**src/rtl/fieldbuf_pkg.sv**
```systemverilog
// Shared width constants, FSM state encoding and last-served encoding for the
// field buffer arbiter.
package fieldbuf_pkg;

  localparam int BUFP_W   = 3;
  localparam int FIELDP_W = 5;
  localparam int BUFFER_W = 8;

  typedef enum logic [1:0] {
    IDLE    = 2'd0,
    SERVE_C = 2'd1,
    SERVE_H = 2'd2
  } arb_state_e;

  // Encoding of the last-served pointer
  localparam logic LAST_C = 1'b0;
  localparam logic LAST_H = 1'b1;

endpackage

```
**src/rtl/fieldbuf_rr2.sv**
```systemverilog
// Two-way round-robin picker: a sole requester wins, a tie goes to the side
// that was not served last. win[0] = core, win[1] = host.
module fieldbuf_rr2
  import fieldbuf_pkg::*;
(
  input  logic       c_req,
  input  logic       h_req,
  input  logic       last_h,
  output logic [1:0] win
);

  always_comb begin
    win = 2'b00;
    if (c_req && h_req) begin
      win = (last_h == LAST_H) ? 2'b01 : 2'b10;
    end else if (c_req) begin
      win = 2'b01;
    end else if (h_req) begin
      win = 2'b10;
    end
  end

endmodule

```
**src/rtl/fieldbuf_arb.sv**
```systemverilog
// Core/host arbiter for a single-port field buffer memory.
// Optional host exclusive lock: define FIELDBUF_ARB_HOST_LOCK_EN.
module fieldbuf_arb
  import fieldbuf_pkg::*;
#(
  parameter int BUFP_WIDTH   = BUFP_W,
  parameter int FIELDP_WIDTH = FIELDP_W,
  parameter int BUFFER_WIDTH = BUFFER_W
) (
  input  logic                               clk,
  input  logic                               rst_n,
  input  logic                               c_req,
  input  logic                               c_we,
  input  logic [BUFP_WIDTH-1:0]              c_bufp,
  input  logic [FIELDP_WIDTH-1:0]            c_fieldp,
  input  logic [BUFFER_WIDTH-1:0]            c_wdata,
  output logic                               c_gnt,
  output logic                               c_rvalid,
  output logic [BUFFER_WIDTH-1:0]            c_rdata,
  input  logic                               h_req,
  input  logic                               h_we,
  input  logic [BUFP_WIDTH-1:0]              h_bufp,
  input  logic [FIELDP_WIDTH-1:0]            h_fieldp,
  input  logic [BUFFER_WIDTH-1:0]            h_wdata,
  input  logic                               h_lock,
  output logic                               h_gnt,
  output logic                               h_rvalid,
  output logic [BUFFER_WIDTH-1:0]            h_rdata,
  output logic                               mem_en,
  output logic                               mem_we,
  output logic [BUFP_WIDTH+FIELDP_WIDTH-1:0] mem_adr,
  output logic [BUFFER_WIDTH-1:0]            mem_wdata,
  input  logic [BUFFER_WIDTH-1:0]            mem_rdata,
  output logic [1:0]                         dbg_state
);

  localparam int ADR_W = BUFP_WIDTH + FIELDP_WIDTH;

  // Handshake: a requester holds req and its attributes until it samples gnt
  // high; the request is latched in IDLE and served in the following cycle, a
  // req still high after gnt is a new request, and req is not looked at while
  // serving. A read returns rvalid/rdata exactly one cycle after gnt.

  arb_state_e               state_q, state_d;
  logic                     op_we_q;
  logic [ADR_W-1:0]         op_adr_q;
  logic [BUFFER_WIDTH-1:0]  op_wdata_q;
  logic                     last_h_q;
  logic                     rv_c_q, rv_h_q;
  logic                     c_elig;
  logic [1:0]               win;

`ifdef FIELDBUF_ARB_HOST_LOCK_EN
  logic lock_q;

  // The IDLE cycle that sees h_lock low releases the core in that same cycle
  assign c_elig = c_req & ~(lock_q & h_lock);

  always_ff @(posedge clk or negedge rst_n) begin
    if (!rst_n) begin
      lock_q <= 1'b0;
    end else if (state_q == IDLE) begin
      if (!h_lock) begin
        lock_q <= 1'b0;
      end else if (win[1]) begin
        lock_q <= 1'b1;
      end
    end
  end
`else
  logic unused_h_lock;

  assign unused_h_lock = h_lock;
  assign c_elig        = c_req;
`endif

  fieldbuf_rr2 u_rr2 (
    .c_req  (c_elig),
    .h_req  (h_req),
    .last_h (last_h_q),
    .win    (win)
  );

  always_comb begin
    state_d = state_q;
    unique case (state_q)
      IDLE: begin
        if (win[0]) begin
          state_d = SERVE_C;
        end else if (win[1]) begin
          state_d = SERVE_H;
        end
      end
      SERVE_C: state_d = IDLE;
      SERVE_H: state_d = IDLE;
      default: state_d = IDLE;
    endcase
  end

  always_ff @(posedge clk or negedge rst_n) begin
    if (!rst_n) begin
      state_q    <= IDLE;
      op_we_q    <= 1'b0;
      op_adr_q   <= '0;
      op_wdata_q <= '0;
      last_h_q   <= LAST_H;
      rv_c_q     <= 1'b0;
      rv_h_q     <= 1'b0;
    end else begin
      state_q <= state_d;
      rv_c_q  <= (state_q == SERVE_C) && !op_we_q;
      rv_h_q  <= (state_q == SERVE_H) && !op_we_q;
      if (state_q == IDLE) begin
        if (win[0]) begin
          op_we_q    <= c_we;
          op_adr_q   <= {c_bufp, c_fieldp};
          op_wdata_q <= c_wdata;
          last_h_q   <= LAST_C;
        end else if (win[1]) begin
          op_we_q    <= h_we;
          op_adr_q   <= {h_bufp, h_fieldp};
          op_wdata_q <= h_wdata;
          last_h_q   <= LAST_H;
        end
      end
    end
  end

  assign c_gnt     = (state_q == SERVE_C);
  assign h_gnt     = (state_q == SERVE_H);
  assign mem_en    = c_gnt | h_gnt;
  assign mem_we    = mem_en & op_we_q;
  assign mem_adr   = op_adr_q;
  assign mem_wdata = op_wdata_q;

  // Read data is forced to zero outside its valid cycle
  assign c_rvalid  = rv_c_q;
  assign h_rvalid  = rv_h_q;
  assign c_rdata   = rv_c_q ? mem_rdata : '0;
  assign h_rdata   = rv_h_q ? mem_rdata : '0;
  assign dbg_state = state_q;

endmodule

```
**config.mk**
```make
export PLATFORM = sky130hd
export DESIGN_NAME = fieldbuf_arb
export DESIGN_NICKNAME = d
export VERILOG_FILES = /design/src/rtl/fieldbuf_pkg.sv /design/src/rtl/fieldbuf_rr2.sv /design/src/rtl/fieldbuf_arb.sv
export SDC_FILE = /design/constraint.sdc
export NUM_CORES = 1
export LEC_CHECK = 0
export CAP_MARGIN = 25
export CORE_MARGIN = 2
export CORE_UTILIZATION = 45
export DETAILED_ROUTE_END_ITERATION = 16
export DONT_BUFFER_PORTS = 1
export GPL_ROUTABILITY_DRIVEN = 0
export SYNTH_ARGS = -nofsm -noshare
export SYNTH_HDL_FRONTEND = slang
export SYNTH_SLANG_ARGS = --single-unit
```
**constraint.sdc**
```tcl
create_clock -name clk -period 1.9 [get_ports clk]
set_input_delay 0.38 -clock clk [delete_from_list [all_inputs] [get_ports clk]]
set_output_delay 0.38 -clock clk [all_outputs]
set_load 0.01 [all_outputs]
```
==> flow_summary.yaml <==
synthesis:
  synth_cell_types: 21
  ys_ff_latch: 22
  synth_fp_nets: 187
  syn_area_per_cell_sq_um: 9.02
  yosys_warnings: 0
  syn_area_sq_um: 1240
  ys_seq_area_share_pct: 44.6
  synthCells: 137
pwr:
  power_density_nw_per_um2: 1700
  max-vdd-ir-drop_v: 0.000845
  leakage_nw: 0.510
  total_power_w: 0.00215
layout:
  syn2layout_area_growth_pct: 2.43
  diodes: 0
  mostFrequentLayoutCell: "dfrtp_1"
  final_cell_area_sq_um: 1270
  drive_gt1_share_pct: 8.21
  nets: 185
  final_core_util_pct: 47.1
  n_fill_cell: 261
clock_network:
  clock_latency_ns: 0.31
  cts_hold_buf: 1
  cts_setup_buffers: 0
  postCtsResizedCells: 0
  root_buffer: "clkbuf_4"
  htreeDepth: 1
  cts_tree: "built"
  cts_max_path_buffers: 2
  path_clk_slew_ns: 0.12
  cts.sinks: 22
  cts_buffers: 3
route:
  wl_microns: 2940
  dr.pass1.iters: 4
  drc_errors: 0
  vias: 1019
  ant_nets: 0
  drtIter0Drc: 72
  viasPerCell: 6.18
  wl_per_cell_microns: 17.8
placement:
  dpl.hpwl_microns: 2040
  post-place-ws_ns: 0.364
  dpl_cell_area_sq_um: 1190
  portBuffers: 0
critical_path:
  start_kind: "flop"
  worstSetupPathType: "flop to output port"
  critical_path_buf_inv_count: 1
  max_stage_delay_ns: 0.46
  rrSetupSlack_ns: 0.37
  end_kind: "output port"
  reg2regPathDepth: 5
  startpoint: "dbg_state[0]"
  path_delay_family: "flip-flops"
  slowest_stage: "dfrtp_1"
  crit_path_end: "mem_we"
  cp.depth: 3
  regToRegStartpoint: "dbg_state[0]"
  reg2reg_to: "mem_wdata[4]"
  crit_required_ns: 1.52
  path_max_fanout: 4
  worstPathCellList: "inv_1 -> ha_1 -> and2_1"
  crit_arrival_ns: 1.41
sta:
  worst_pin_slew_ns: 0.593
  clock.fmax_ghz: 0.558
  grt_setup_unrepaired: "false"
  finalSetupViolations: 0
  max_slew_margin_pct: 60.4
  timing.final.ws_setup_ns: 0.109
  final_max_slew_viol_count: 0
  period_share_pct: 94.3
  finalHoldViolCount: 0
  fin_crit_ns: 1.79
  tns_ns: 0
  finalClockSkew_ns: 0.00697
worst_hold_path:
  worstHoldPathType: "input port to flop"
floorplanning:
  fp.dieW_microns: 56.4
  die_area_sq_um: 3180
  placeableCoreArea_sq_um: 2690
  io_pins: 87
  rows: 19
  start_util_pct: 46.0
  die_h_microns: 56.4
grt:
  antenna_found_initial: 0
  grt_overflow: 0
  grt_pass1_vias: 1024
  grt_max_degree: 25
  grt_pass1_wl_microns: 4790
  gr-usage-all-layers_pct: 19.0
run:
  cap_violations: 0
run_status:
  outcome: "finished, final reports clean"
==> area by class of cell <==
cell class | instances | area [sq um] | share of cell area, %
clock inverter | 1 | 30.0 | 2.37
clock buffer | 3 | 22.5 | 1.78
inverter | 3 | 11.3 | 0.889
sequential | 22 | 552 | 43.6
multi-input combinational | 102 | 583 | 46.0
tap | 31 | 38.8 | 3.06
timing repair buffer | 3 | 28.8 | 2.27
==> routing by layer <==
layer  wire length [microns]  vias up  GRT usage (%)
li1                        -      474              -
met1                    1300      486           26.3
met2                    1360       57           29.6
met3                     257        2           4.38
met4                      17        0           6.12
met5                       0        -              0
==> per-stage QoR <==
step,cells,hold WS (ns)
floorplan,137,0.0844
global placement,159,0.0849
detailed placement,159,0.0849
CTS,164,0.108
global route,165,0.114
finish,165,0.125
==> flip-flops by register name (all words and copies together) (netlist names) <==
name       flops
c_rvalid       1
dbg_state      2
h_rvalid       1
last_h_q       1
mem_adr        8
mem_wdata      8
op_we_q        1
==> kinds of logic after synthesis <==
| group | count (synthesis) | synth area share [%] |
|---|---|---|
| AOI/OAI and AO/OA | 58 | 26.7 |
| adders and majority gates | 3 | 3.04 |
| buffers and inverters | 13 | 8.20 |
| DFF | 22 | 44.6 |
| and+or+nand+nor | 41 | 17.4 |
==> worst min-delay path by stage <==
stage                from  cells after the start            to  slack, ns
CTS                 c_req                      1      last_h_q       0.11
detailed placement  rst_n                      0  mem_wdata[6]       0.08
global placement    rst_n                      0  mem_wdata[6]       0.08
floorplan           rst_n                      0      c_rvalid       0.08
finish              c_req                      1      last_h_q       0.13
global route        c_req                      1      last_h_q       0.11
==> power breakdown <==
part,switching [W],internal [W],total (W)
Clock,0.000147,0.000213,0.000360
Sequential,0.000274,0.000702,0.000975
Combinational,0.000497,0.000316,0.000812
==> cell usage after synthesis <==
master / number / area, sq um
dfstp_2: 1 / 26.3
buf_6: 4 / 45.0
o21a_1: 1 / 7.51
nand2b_2: 1 / 8.76
o21ai_1: 1 / 5.00
o21ai_4: 1 / 16.3
a21oi_2: 1 / 8.76
nand2_1: 1 / 3.75
buf_2: 4 / 20.0
and2b_4: 1 / 10.0
and2_1: 18 / 113
dfrtp_1: 21 / 526
buf_12: 1 / 20.0
o21ai_0: 18 / 90.1
a21oi_1: 18 / 90.1
clkbuf_2: 1 / 5.00
inv_1: 3 / 11.3
nor2b_1: 2 / 12.5
a31oi_1: 18 / 113
nor2_1: 18 / 67.6
ha_1: 3 / 37.5
(Power assumes the default switching activity.)
==> RTL edit 1 (config.mk and constraints unchanged) <==
`BUFFER_W`: 8 -> 12.
--- a/src/rtl/fieldbuf_pkg.sv
+++ b/src/rtl/fieldbuf_pkg.sv
@@ -4,7 +4,7 @@
 
   localparam int BUFP_W   = 3;
   localparam int FIELDP_W = 5;
-  localparam int BUFFER_W = 8;
+  localparam int BUFFER_W = 12;
 
   typedef enum logic [1:0] {
     IDLE    = 2'd0,
Interface: changed (6 resized); port bits go from 87 to 111. No check against the original RTL was run, so the function may have changed too.
==> RTL edit 1 against the original RTL <==
  * Setup slack gained 27 ps
  * Area after synthesis grew 22%
  * Highest routed layer unchanged
  * Largest power group unchanged
  * Hold slack lost 12 ps
  * Sequential cell count grew 4
  * Design area grew 19%
  * Power grew 12%
  * Routed wire length grew 25%
==> RTL edit 1: results (changes against the original RTL) <==
fmax 567 MHz (+1.5%); Iter 0 DRT Violations 59 (-18%); flop-to-flop setup slack 320 ps (-50 ps); critical path's slowest cell dfrtp_2; post-DR wirelength/cell 17.8 um (about the same); sequential group power 1.17 mW (+20%); register area share after synthesis 43.2% (-1.4 points); nets 224 (+21%); multi-input gates 126 (+24%); non-clock buffer share of cell area 2.00% (-0.27 points); first-pass GRT wire length 5.16 mm (+7.8%); VDD IR max 0.000668 V (-21%); Sink Count 26 (+18%); arrival time worst endpoint 1380 ps (-30 ps); via count 1225 (+20%); vias in the first global route 1127 (+10%); combinational power share 39.4% (+1.6 points); CLK BUF 4 (+1); fillers 331 (+27%); status complete, no violations; Reg area 654 um2 (+19%); layout cells sized above 1 9.32% (+1.1 points); multi-input logic area 713 um2 (+22%); final hold slack 113 ps (-12.4 ps); Non-clock buffers 2 (-1); Worst Clk Skew 3.17 ps (-3.79 ps); Worst-path clk slew 140 ps (+20 ps); non-filler cells, final 207 (+25%); Tot GR Track Use 18.7% (-0.36 points); Netlist cell types 25 (+19%)
## RTL edit 1: critical path, delay by kind of cell, from the launching register on
family	cells	cell delay [ps]
buf+inv	1	70
flops	1	440
fa+ha+maj	1	340
simple gates	1	210
## RTL edit 1: layer usage
layer	track usage [%]	vias up	part of all wire (%)
li1	-	573	-
met1	20.3	575	39
met2	35.6	73	51
met3	2.90	4	8.5
met4	7.60	0	0.84
met5	0	-	0
## RTL edit 1: path summary, 6_finish.rpt
kind                              start           end  depth (start not counted)
max                        dbg_state[0]        mem_we                          3
min reg2reg                     op_we_q      h_rvalid                          1
min                               c_req      last_h_q                          1
min in group asynchronous         rst_n    mem_adr[4]                          2
max in group asynchronous         rst_n      last_h_q                          2
max reg2reg                dbg_state[0]  mem_wdata[0]                          5
## RTL edit 1: repair_timing
| action | 4_1_cts | 5_1_grt |
|---|---|---|
| endpoints found under the hold margin | 26 | 0 |
| hold buffers | 2 | 0 |
| resized for setup | 0 | 2 |
| endpoints found under the setup margin | 0 | 1 |
==> RTL edit 2 (same settings) <==
Made on the original files. Register the output `dbg_state` once more, cleared by the reset; this adds one clock of latency there. The other outputs are not delayed to match.
--- a/src/rtl/fieldbuf_arb.sv
+++ b/src/rtl/fieldbuf_arb.sv
@@ -138,7 +138,13 @@
   assign h_rvalid  = rv_h_q;
   assign c_rdata   = rv_c_q ? mem_rdata : '0;
   assign h_rdata   = rv_h_q ? mem_rdata : '0;
-  assign dbg_state = state_q;
+  always_ff @(posedge clk or negedge rst_n) begin
+    if (!rst_n) begin
+      dbg_state <= '0;
+    end else begin
+      dbg_state <= state_q;
+    end
+  end
 
 endmodule
 
Check against the original RTL: not equivalent (Yosys sat finds a counterexample within 4 cycles, from zero or initial values and one cycle with rst_n low).
==> RTL edit 2 against the original RTL <==
  * Routed wire length grew 4.0%
  * Design area grew 2.7%
  * Area after synthesis grew 3.7%
  * First-iteration DRC count shrank 49%
  * Sequential cell count grew 2
  * Non-clock buffer count grew 1
  * Setup slack gained 61 ps
  * Hold slack gained 12 ps
  * Power shrank 3.2%
  * Register-to-register slack lost 100 ps
==> RTL edit 2: results (changes against the original RTL) <==
status complete, no violations; post-DR wirelength/cell 18.2 um (+2.1%); dpl cells 162 (+1.9%); detailed placement HPWL 2.19 mm (+7.5%); Skew-Pair Late Insertion Delay 310 ps (about the same); initial antenna violation count 0 (unchanged); Reg area 602 um2 (+9.1%); Non-CTS inverters 3 (unchanged); Worst-path clk slew approximately 110 ps; worst hold path class in -> reg; Worst-Margin Slew 727 ps (+134 ps); Final clock-cell share 2.02% (-2.1 points); Seq cells post-synth 24 (+9.1%); register area share after synthesis 46.9% (+2.3 points); non-filler cells, final 168 (+1.8%); synth top area cells dfrtp_1 45%, a31oi_1 8.8%, and2_1 8.8%; Non-clock buffers 4 (+1); CTS Root Cell clkbuf_4; multi-input combinational area share 43.8% (-2.3 points); layout cells sized above 1 6.57% (-1.6 points); Worst Clk Skew 16.9 ps (+9.90 ps); Setup WS pre-CTS 278 ps (-85.8 ps); clk buf depth 2 (unchanged); multi-input gates 102 (unchanged); syn_area_per_cell 9.23 um2 (+2.3%); Yosys warnings 0 (unchanged); VDD IR max 0.000828 V (-2.0%); fillers 259 (-0.77%); Port-buffer cells 0 (unchanged); Via density 6.39 (+3.5%); largest net degree at the start of global routing 25 (unchanged); Tot GR Track Use 19.0% (-0.065 points); CP max stage delay 410 ps (-50 ps); CLK BUF 4 (+1); arrival time worst endpoint 1350 ps (-60 ps); vias in the first global route 1103 (+7.7%); crit-path max FO 4 (unchanged); Netlist cell types 20 (-4.8%); Iter 0 DRT Violations 37 (-49%); first-pass GRT wire length 4.88 mm (+1.9%); Initial DRT Pass Iterations 4 (unchanged); number of H-tree levels 1 (unchanged); non-clock buffer share of cell area 4.04% (+1.8 points); nets 188 (+1.6%); LEAKAGE 0.532 nW (+4.3%); critical path's slowest cell dfrtp_1
[RTL edit 2: cell types whose count changed in the layout (fill, tap and decap cells not counted), sizes merged]
cell,delta
buf,+1
bufinv,-1
clkbuf,+1
dfrtp,+2
[RTL edit 2: cells by family after synthesis]
group / synth area share, %
buffers and inverters: 8.68
and+or+nand+nor: 16.6
adders and majority gates: 2.93
DFF: 46.9
AOI/OAI and AO/OA: 24.9
[RTL edit 2: report_power, final]
part,switching [mW],internal [mW]
combinational,0.488,0.316
clock,0.143,0.0817
sequential,0.287,0.761
[RTL edit 2: layer usage]
layer  track usage, %  wire, um  share of wire, %  vias up
li1                 -         -                 -      483
met1             21.2      1130                37      511
met2             35.2      1520                50       78
met3             4.54       389                13        2
met4             5.65        17              0.56        0
met5                0         0                 0        -
[RTL edit 2: per-stage QoR]
stage,instance area (um2),util (%),power [mW]
6_report,1300,47.6,2.08
5_1_grt,1300,47.6,2.26
4_1_cts,1270,46.5,2.09
3_5_place_dp,1240,45.2,1.86
3_3_place_gp,1240,45.2,1.81
2_1_floorplan,1280,-,1.73
[RTL edit 2: timing repair]
item                                   4_1_cts  5_1_grt
hold buffers                                 1        0
resized for setup                            0        0
endpoints found under the hold margin       24        0
[RTL edit 2: path summary, 6_finish.rpt]
path,start,to,slack (ps),depth (start not counted)
hold / removal,c_req,last_h_q,140,1
max in group asynchronous,rst_n,last_h_q,910,2
setup / recovery,state_q[0],mem_we,170,3
hold reg to reg,state_q[0],dbg_state[0],450,0
min in group asynchronous,rst_n,mem_adr[2],440,1
setup reg to reg,state_q[0],mem_wdata[4],270,6
[RTL edit 2: critical path, delay by kind of cell, from the launching register on]
family,cells,cell delay (ps)
buffers and inverters,1,80
adder cells (fa/ha/maj),1,360
AND/OR/NAND/NOR,1,210
flip-flops,1,410
